--- config.mk ---
export PLATFORM = sky130hd
export DESIGN_NAME = serial_grid_link
export DESIGN_NICKNAME = d
export VERILOG_FILES = /design/src/rtl/serial_grid_link_pkg.sv /design/src/rtl/serial_grid_link_shifter.sv /design/src/rtl/serial_grid_link.sv
export SDC_FILE = /design/constraint.sdc
export NUM_CORES = 1
export LEC_CHECK = 0
export ABC_AREA = 1
export CAP_MARGIN = 20
export CELL_PAD_IN_SITES_DETAIL_PLACEMENT = 2
export CELL_PAD_IN_SITES_GLOBAL_PLACEMENT = 2
export CORE_MARGIN = 2
export CORE_UTILIZATION = 29
export DETAILED_ROUTE_END_ITERATION = 10
export PLACE_DENSITY = 0.84
export SLEW_MARGIN = 20
export SYNTH_ARGS = -nofsm -noshare
export SYNTH_HDL_FRONTEND = slang
export SYNTH_SLANG_ARGS = --single-unit
--- constraint.sdc ---
create_clock -name CLK -period 7.9 [get_ports CLK]
set_input_delay 1.58 -clock CLK [delete_from_list [all_inputs] [get_ports CLK]]
set_output_delay 1.58 -clock CLK [all_outputs]
set_load 0.05 [all_outputs]
--- src/rtl/serial_grid_link_pkg.sv ---
// serial_grid_link_pkg: shared state encoding and sizing helper for the serial grid link
package serial_grid_link_pkg;
    typedef enum logic [2:0] {
        IDLE,
        LOAD,
        DUMP,
        DRAIN,
        PRESENT
`ifdef SERIAL_GRID_LINK_VERIFY_EN
        , VERIFY
`endif
    } state_t;

    function automatic int cnt_width(input int n);
        return $clog2(n + 1);
    endfunction
endpackage

--- src/rtl/serial_grid_link_shifter.sv ---
// serial_grid_link_shifter: MSB-first parallel-to-serial and serial-to-parallel shift pair
module serial_grid_link_shifter #(
    parameter int W = 64
) (
    input  logic         i_clk,
    input  logic         i_reset,
    input  logic         i_load,
    input  logic [W-1:0] i_load_data,
    input  logic         i_shift,
    input  logic         i_cap,
    input  logic         i_cap_bit,
    output logic         o_tx_bit,
    output logic [W-1:0] o_rx_word
);
    logic [W-1:0] r_tx;
    logic [W-1:0] r_rx;

    always_ff @(posedge i_clk or posedge i_reset) begin
        if (i_reset) begin
            r_tx <= '0;
            r_rx <= '0;
        end else begin
            if (i_load)
                r_tx <= i_load_data;
            else if (i_shift)
                r_tx <= {r_tx[W-2:0], 1'b0};
            if (i_cap)
                r_rx <= {r_rx[W-2:0], i_cap_bit};
        end
    end

    assign o_tx_bit  = r_tx[W-1];
    assign o_rx_word = r_rx;
endmodule

--- src/rtl/serial_grid_link.sv ---
// serial_grid_link: host-side load/readout master for the memory shift chain; SERIAL_GRID_LINK_VERIFY_EN adds a post-load readback compare
module serial_grid_link
    import serial_grid_link_pkg::*;
#(
    parameter int data_size = 64
) (
    input  logic                 CLK,
    input  logic                 RESET,
    input  logic [data_size-1:0] WR_DATA,
    input  logic                 WR_VALID,
    output logic                 WR_READY,
    input  logic                 RD_REQ,
    output logic [data_size-1:0] RD_DATA,
    output logic                 RD_VALID,
    input  logic                 RD_READY,
    input  logic                 RUN_ACTIVE,
    output logic                 LOAD_MODE,
    output logic                 OUTPUT_MODE,
    output logic                 SER_TX,
    input  logic                 SER_RX,
    output logic                 BUSY,
    output logic                 ABORT
`ifdef SERIAL_GRID_LINK_VERIFY_EN
    ,
    output logic                 LOAD_ERR,
    output logic                 LOAD_ERR_STICKY
`endif
);
    localparam int CW = cnt_width(data_size);
    localparam logic [CW-1:0] LAST = CW'(data_size - 1);

    state_t         r_state;
    logic [CW-1:0]  r_cnt;
    logic           r_load_mode;
    logic           r_output_mode;
    logic           r_rd_valid;
    logic           r_abort;
    logic           w_wr_acc;
    logic           w_rd_acc;
    logic           w_cap;
    logic           w_tx_bit;
    logic [data_size-1:0] w_rx_word;
`ifdef SERIAL_GRID_LINK_VERIFY_EN
    logic [data_size-1:0] r_wr_word;
    logic           r_verify;
    logic           r_load_err;
    logic           r_load_err_sticky;
`endif

    assign WR_READY = (r_state == IDLE) & ~RUN_ACTIVE & ~RESET;
    assign w_wr_acc = WR_VALID & WR_READY;
    assign w_rd_acc = RD_REQ & WR_READY & ~WR_VALID;
    // SERIAL_OUT is registered in the memory, so the first DUMP cycle carries no data yet
    assign w_cap    = (r_state == DUMP && r_cnt != '0) || r_state == DRAIN;

    serial_grid_link_shifter #(.W(data_size)) u_shifter (
        .i_clk      (CLK),
        .i_reset    (RESET),
        .i_load     (w_wr_acc),
        .i_load_data(WR_DATA),
        .i_shift    (r_state == LOAD),
        .i_cap      (w_cap),
        .i_cap_bit  (SER_RX),
        .o_tx_bit   (w_tx_bit),
        .o_rx_word  (w_rx_word)
    );

    always_ff @(posedge CLK or posedge RESET) begin
        if (RESET) begin
            r_state       <= IDLE;
            r_cnt         <= '0;
            r_load_mode   <= 1'b0;
            r_output_mode <= 1'b0;
            r_rd_valid    <= 1'b0;
            r_abort       <= 1'b0;
`ifdef SERIAL_GRID_LINK_VERIFY_EN
            r_wr_word         <= '0;
            r_verify          <= 1'b0;
            r_load_err        <= 1'b0;
            r_load_err_sticky <= 1'b0;
`endif
        end else begin
            r_abort <= 1'b0;
`ifdef SERIAL_GRID_LINK_VERIFY_EN
            r_load_err <= 1'b0;
`endif
            case (r_state)
                IDLE: begin
                    if (w_wr_acc) begin
                        r_state     <= LOAD;
                        r_cnt       <= '0;
                        r_load_mode <= 1'b1;
`ifdef SERIAL_GRID_LINK_VERIFY_EN
                        r_wr_word   <= WR_DATA;
`endif
                    end else if (w_rd_acc) begin
                        r_state       <= DUMP;
                        r_cnt         <= '0;
                        r_output_mode <= 1'b1;
`ifdef SERIAL_GRID_LINK_VERIFY_EN
                        r_verify      <= 1'b0;
`endif
                    end
                end
                LOAD: begin
                    if (RUN_ACTIVE) begin
                        r_state     <= IDLE;
                        r_cnt       <= '0;
                        r_load_mode <= 1'b0;
                        r_abort     <= 1'b1;
                    end else if (r_cnt == LAST) begin
                        r_cnt       <= '0;
                        r_load_mode <= 1'b0;
`ifdef SERIAL_GRID_LINK_VERIFY_EN
                        r_state       <= DUMP;
                        r_output_mode <= 1'b1;
                        r_verify      <= 1'b1;
`else
                        r_state     <= IDLE;
`endif
                    end else begin
                        r_cnt <= r_cnt + 1'b1;
                    end
                end
                DUMP: begin
                    if (RUN_ACTIVE) begin
                        r_state       <= IDLE;
                        r_cnt         <= '0;
                        r_output_mode <= 1'b0;
                        r_abort       <= 1'b1;
                    end else if (r_cnt == LAST) begin
                        r_state       <= DRAIN;
                        r_cnt         <= '0;
                        r_output_mode <= 1'b0;
                    end else begin
                        r_cnt <= r_cnt + 1'b1;
                    end
                end
                DRAIN: begin
                    if (RUN_ACTIVE) begin
                        r_state <= IDLE;
                        r_abort <= 1'b1;
`ifdef SERIAL_GRID_LINK_VERIFY_EN
                    end else if (r_verify) begin
                        r_state <= VERIFY;
`endif
                    end else begin
                        r_state    <= PRESENT;
                        r_rd_valid <= 1'b1;
                    end
                end
                PRESENT: begin
                    if (RD_READY) begin
                        r_state    <= IDLE;
                        r_rd_valid <= 1'b0;
                    end
                end
`ifdef SERIAL_GRID_LINK_VERIFY_EN
                VERIFY: begin
                    r_state           <= IDLE;
                    r_verify          <= 1'b0;
                    r_load_err        <= (w_rx_word != r_wr_word);
                    r_load_err_sticky <= r_load_err_sticky | (w_rx_word != r_wr_word);
                end
`endif
                default: r_state <= IDLE;
            endcase
        end
    end

    assign LOAD_MODE   = r_load_mode;
    assign OUTPUT_MODE = r_output_mode;
    assign SER_TX      = w_tx_bit;
    assign RD_DATA     = w_rx_word;
    assign RD_VALID    = r_rd_valid;
    assign BUSY        = (r_state != IDLE);
    assign ABORT       = r_abort;
`ifdef SERIAL_GRID_LINK_VERIFY_EN
    assign LOAD_ERR        = r_load_err;
    assign LOAD_ERR_STICKY = r_load_err_sticky;
`endif
endmodule

* Yosys cells after proc, flatten, opt, wreduce, memory -nomap -nowiden *
Cells that the tools add are included.

cells by class
  $add $sub $neg = 1
  eq/ne operators = 13
  multiplexer cells = 28
  bitwise logic cells = 8
  reductions and logical operators = 17

operators with widths
  operator               number
  $mux W64               2
  $mux W7                4
  $mux W3                8
  $pmux W3 S5            1
  $pmux W7 S2            1
  $reduce_bool A2 Y1     5
  $mux W1                9
  $ne A2 B2 Y1 const B   4
  $reduce_and A4 Y1      2
  $add A7 B1 Y7 const B  1
  $eq A7 B6 Y1 const B   1
  $reduce_bool A7 Y1     1
  $eq A3 B2 Y1 const B   2
  $ne A3 B2 Y1 const B   2
  $pmux W1 S2            3
  $reduce_and A3 Y1      2
  $and A1 B1 Y1          5
  $eq A3 B1 Y1 const B   1
  $eq A3 B3 Y1 const B   1
  $logic_not A3 Y1       1
  $ne A3 B3 Y1 const B   1
  $not A1 Y1             3
  $reduce_bool A3 Y1     1
  $reduce_or A3 Y1       1
  5 further kinds        5

word-level totals
  flip-flop bits (word level) = 142
  bits of input ports = 71
  output and inout bits = 71
  word-level logic and storage cells = 75

* Longest topological paths before layout *
  word-level depth = 8
  depth in mapped cells = 8
  depth with buffers taken out = 8

* Cells and area by module *
From an unflattened synthesis, not the netlist that was laid out.

unflattened totals
  cells, all modules = 699
  area, all modules = 6119.6 um^2

modules (own cells, without submodules)
  module                    times used  cells an instance  area each (um^2)
  serial_grid_link_shifter  1           586                5251.3
  serial_grid_link          1           113                868.3

* Worst setup path before layout *
OpenSTA, ideal clock, no wires.

  path type = input to output
  from = input port RESET
  to = output port WR_READY
  data arrival time = 5.731 ns
  path slack = 0.589 ns
  stages on the path = 3
  buffers on the path = 0
  cell sequence = inv_1 > nand2_1 > nor2_1

between the ends
  cells in the longest elaborated chain, start to end = 2

ends and longest elaborated chain
  element        line                    text
  from (decl)    serial_grid_link.sv:8   input logic RESET,
  $not A1 Y1     serial_grid_link.sv:50  assign WR_READY = (r_state == IDLE) & ~RUN_ACTIVE & ~RESET;
  $and A1 B1 Y1  serial_grid_link.sv:50
  to (decl)      serial_grid_link.sv:11  output logic WR_READY,

No other way between the ends.

* Final worst setup path *
Same ends and word-level chain as after synthesis.

==> flow_summary_export.csv <==
group,metric,value,unit
critical_path,r2r_end,"r_cnt[1]$_DFFE_PP0P_",
critical_path,worstSetupPathType,"in2out",
die,initial_core_util,29.6,%
die,dieArea,0.0227,sq mm
clocking,worstSkewPairLatency,420,ps
die,io_pins,142,
sta,worst_pin_slew,828,ps
die,die_w,151,um
synth,postSynthCellCount,736,
die,core.rowCount,53,
clocking,clock_path_buffers,2,
synth,synth_edf_count,0,
sta,rsz0062_at_grt,"no",
synth,yosys.area.top_type,"dfrtp_1",
synth,synthTopCellsByArea,"dfrtp_1 57%, nand2_1 17%, nand3_1 6.4%, a31oi_1 5.9%, nor2_1 4.2%",
critical_path,arrival,4030,ps
hold_path,hp-start,"LOAD_MODE$_DFFE_PP0P_",
final_layout,drive_gt1_share,6.33,%
routing,wl_met2,9170,um
sta,hold_ws,499,ps
critical_path,path_max_fanout,82,
routing,wl_met1,8930,um
flow_run,drv_cap,0,
hold_path,holdPathEnd,"LOAD_MODE$_DFFE_PP0P_",
critical_path,cp-start-kind,"input port",
routing,dr.max_layer_used,"met5",
critical_path,r2r_cells,7,
synth,avgSynthCellArea,8.49,sq um
routing,drcViolationCount,0,
run_status,status,"completed",
sta,drv_slew,0,
routing,wl_per_cell,16.8,um
sta,fin_crit_sh,71.1,%
synth,synthTopCellsByCount,"286 x nand2_1, 142 x dfrtp_1, 80 x nand3_1, 70 x nor2_1, 59 x a31oi_1",
power,power_density,341,mW/mm^2
synth,muxShareOfSynthArea,0,%
synth,synth_xor_area_share,0.280,%
synth,synth-main-ff-cell,"dfrtp_1",
sta,fmax,178,MHz
synth,synth_fp_nets,809,
sta,finalSetupViolCount,0,
critical_path,path_cells,"clkdlybuf4s50_1 -> inv_6 -> nand2_1 -> nor2_1 -> clkdlybuf4s50_1",
global_route,grt_max_degree,83,
synth,synth-adder-area-share,0.401,%
sta,min_period,5610,ps
critical_path,cp_slowest_cell,"clkdlybuf4s50_1",
critical_path,regToRegSetupSlack,5380,ps
final_layout,nFillCells,2341,
synth,synth_compound_area_share,6.99,%
clocking,cts_hold_buf,0,
routing,route.met3.wl,836,um
global_route,track_usage,17.7,%
synth,ys_seq_area_share,56.9,%
hold_path,hold_class,"reg2reg",
clocking,cts_buffers,17,
sta,skew,9.79,ps
synth,synth_simple_gate_area_share,29.7,%
final_layout,syn_to_final_growth,34.1,%
synth,synth_top_family_by_area,"simple AND/OR/NAND/NOR gates",
placement,finalWeightedCongestion,0.740,
routing,dr.first_iter.drc_count,251,
critical_path,crit_top_cell,"clkdlybuf4s50_1",
sta,fin_setup_tns,0,ps
routing,ant_nets,0,
routing,vias_per_cell,4.94,
power,leakagePower,0.00399,uW
sta,hold_viol_final,0,
synth,ys_ff_latch,142,
clocking,cts_resized,0,
clocking,path_clk_slew,60,ps
critical_path,critPathRequiredTime,6320,ps
placement,port_buffers,141,
hold_path,holdPathStages,2,
global_route,antenna_found_initial,2,
die,die_h,151,um
clocking,cts_tree,"done",
synth,async_flop_share,100,%
synth,synth_cell_types,27,
sta,slew_headroom,44.8,%
clocking,cts.sinks,142,
placement,hpwlAfterDp,12300,um
critical_path,r2r-start,"r_state[0]$_DFFE_PP0P_",
routing,route.vias.total,5652,
final_layout,nNetsFinal,929,
critical_path,crit_path_max_incr_delay,890,ps
critical_path,end_kind,"output port",
synth,synth.cell_area,0.00625,sq mm
synth,synth_top_cell_area_share,56.9,%
final_layout,fin_util,39.7,%
die,fp.coreArea,0.0211,sq mm
synth,yosys_warnings,0,
global_route,grt-ovfl-total,0,
routing,drt-total-wl,19200,um
routing,firstDrtPassIters,4,
clocking,post-cts-setup-buffer-count,0,
clocking,cts_root_buffer,"clkbuf_16",
power,vdd_ir_drop_max,0.000147,V
final_layout,antennaDiodeCount,0,
clocking,htreeDepth,4,
synth,synth.most_common_cell,"nand2_1",
global_route,grt_pass1_vias,6120,
global_route,grt_pass1_wl,31500,um
## kinds of logic after synthesis
| kind of cell | count (synthesis) |
|---|---|
| adders and majority gates | 2 |
| buffers and inverters | 68 |
| DFF | 142 |
| xor gates and xnor gates | 2 |
| AOI/OAI and AO/OA | 70 |
| and+or+nand+nor | 452 |
## worst max path at each step
| stage | from | endpoint | slack, ps | cells past startpoint |
|---|---|---|---|---|
| after floorplan | RESET | WR_READY | 590 | 3 |
| after global placement | RESET | WR_READY | 2280 | 5 |
| after detailed placement | RESET | WR_READY | 2230 | 5 |
| after CTS | RESET | WR_READY | 2210 | 5 |
| after global routing | RESET | WR_READY | 2020 | 5 |
| final | RESET | WR_READY | 2290 | 5 |
## stage by stage
stage | std cells | instance area (sq um) | setup WS [ps] | total power [uW]
CTS | 1144 | 8380 | 2210 | 2900
detailed placement | 1112 | 7790 | 2230 | 2070
global route | 1144 | 8380 | 2020 | 3060
global placement | 1112 | 7790 | 2280 | 2040
floorplan | 736 | 6250 | 589 | 1780
finish | 1144 | 8380 | 2290 | 2860
## registers in the layout, summed over array words and instances, names as in the netlist
signal and count:
r_cnt 7, ABORT 1, r_state 3, OUTPUT_MODE 1, LOAD_MODE 1, u_shifter.r_tx 64, RD_VALID 1, u_shifter.o_rx_word 64
## layout by cell type, fill, tap and decap left out, types with 7 or more instances in the layout
master | synthesis | final
a31oi_1 | 59 | 59
buf_4 | 14 | 7
clkbuf_16 | 0 | 17
clkdlybuf4s50_1 | 0 | 141
dfrtp_1 | 142 | 142
inv_1 | 15 | 14
nand2_1 | 286 | 286
nand3_1 | 80 | 80
nor2_1 | 70 | 70
## area by class of cell
class,count,area [sq um],area share (%)
Tap cell,275,344,4.11
Clock inverter,11,106,1.27
Inverter,21,83.8,1.00
Multi-Input combinational cell,526,2350,28.0
Timing Repair Buffer,148,1460,17.5
Sequential cell,142,3550,42.4
Clock buffer,21,480,5.73
## where the power goes
part	total (uW)	switching, uW	internal, uW
combinational	973	662	311
clock	799	330	469
sequential	1080	140	945
## worst max-delay path, delay by kind of cell
family	cells	cell delay (ps)
AND/OR/NAND/NOR	2	460
buffers and inverters	3	1970
## metal layers
layer / vias up / GRT usage, %
met3: 22 / 4.37
li1: 2640 / -
met1: 2863 / 23.3
met2: 123 / 29.1
met4: 4 / 4.53
met5: - / 0
No activity file was read; power rests on OpenSTA's default activity.
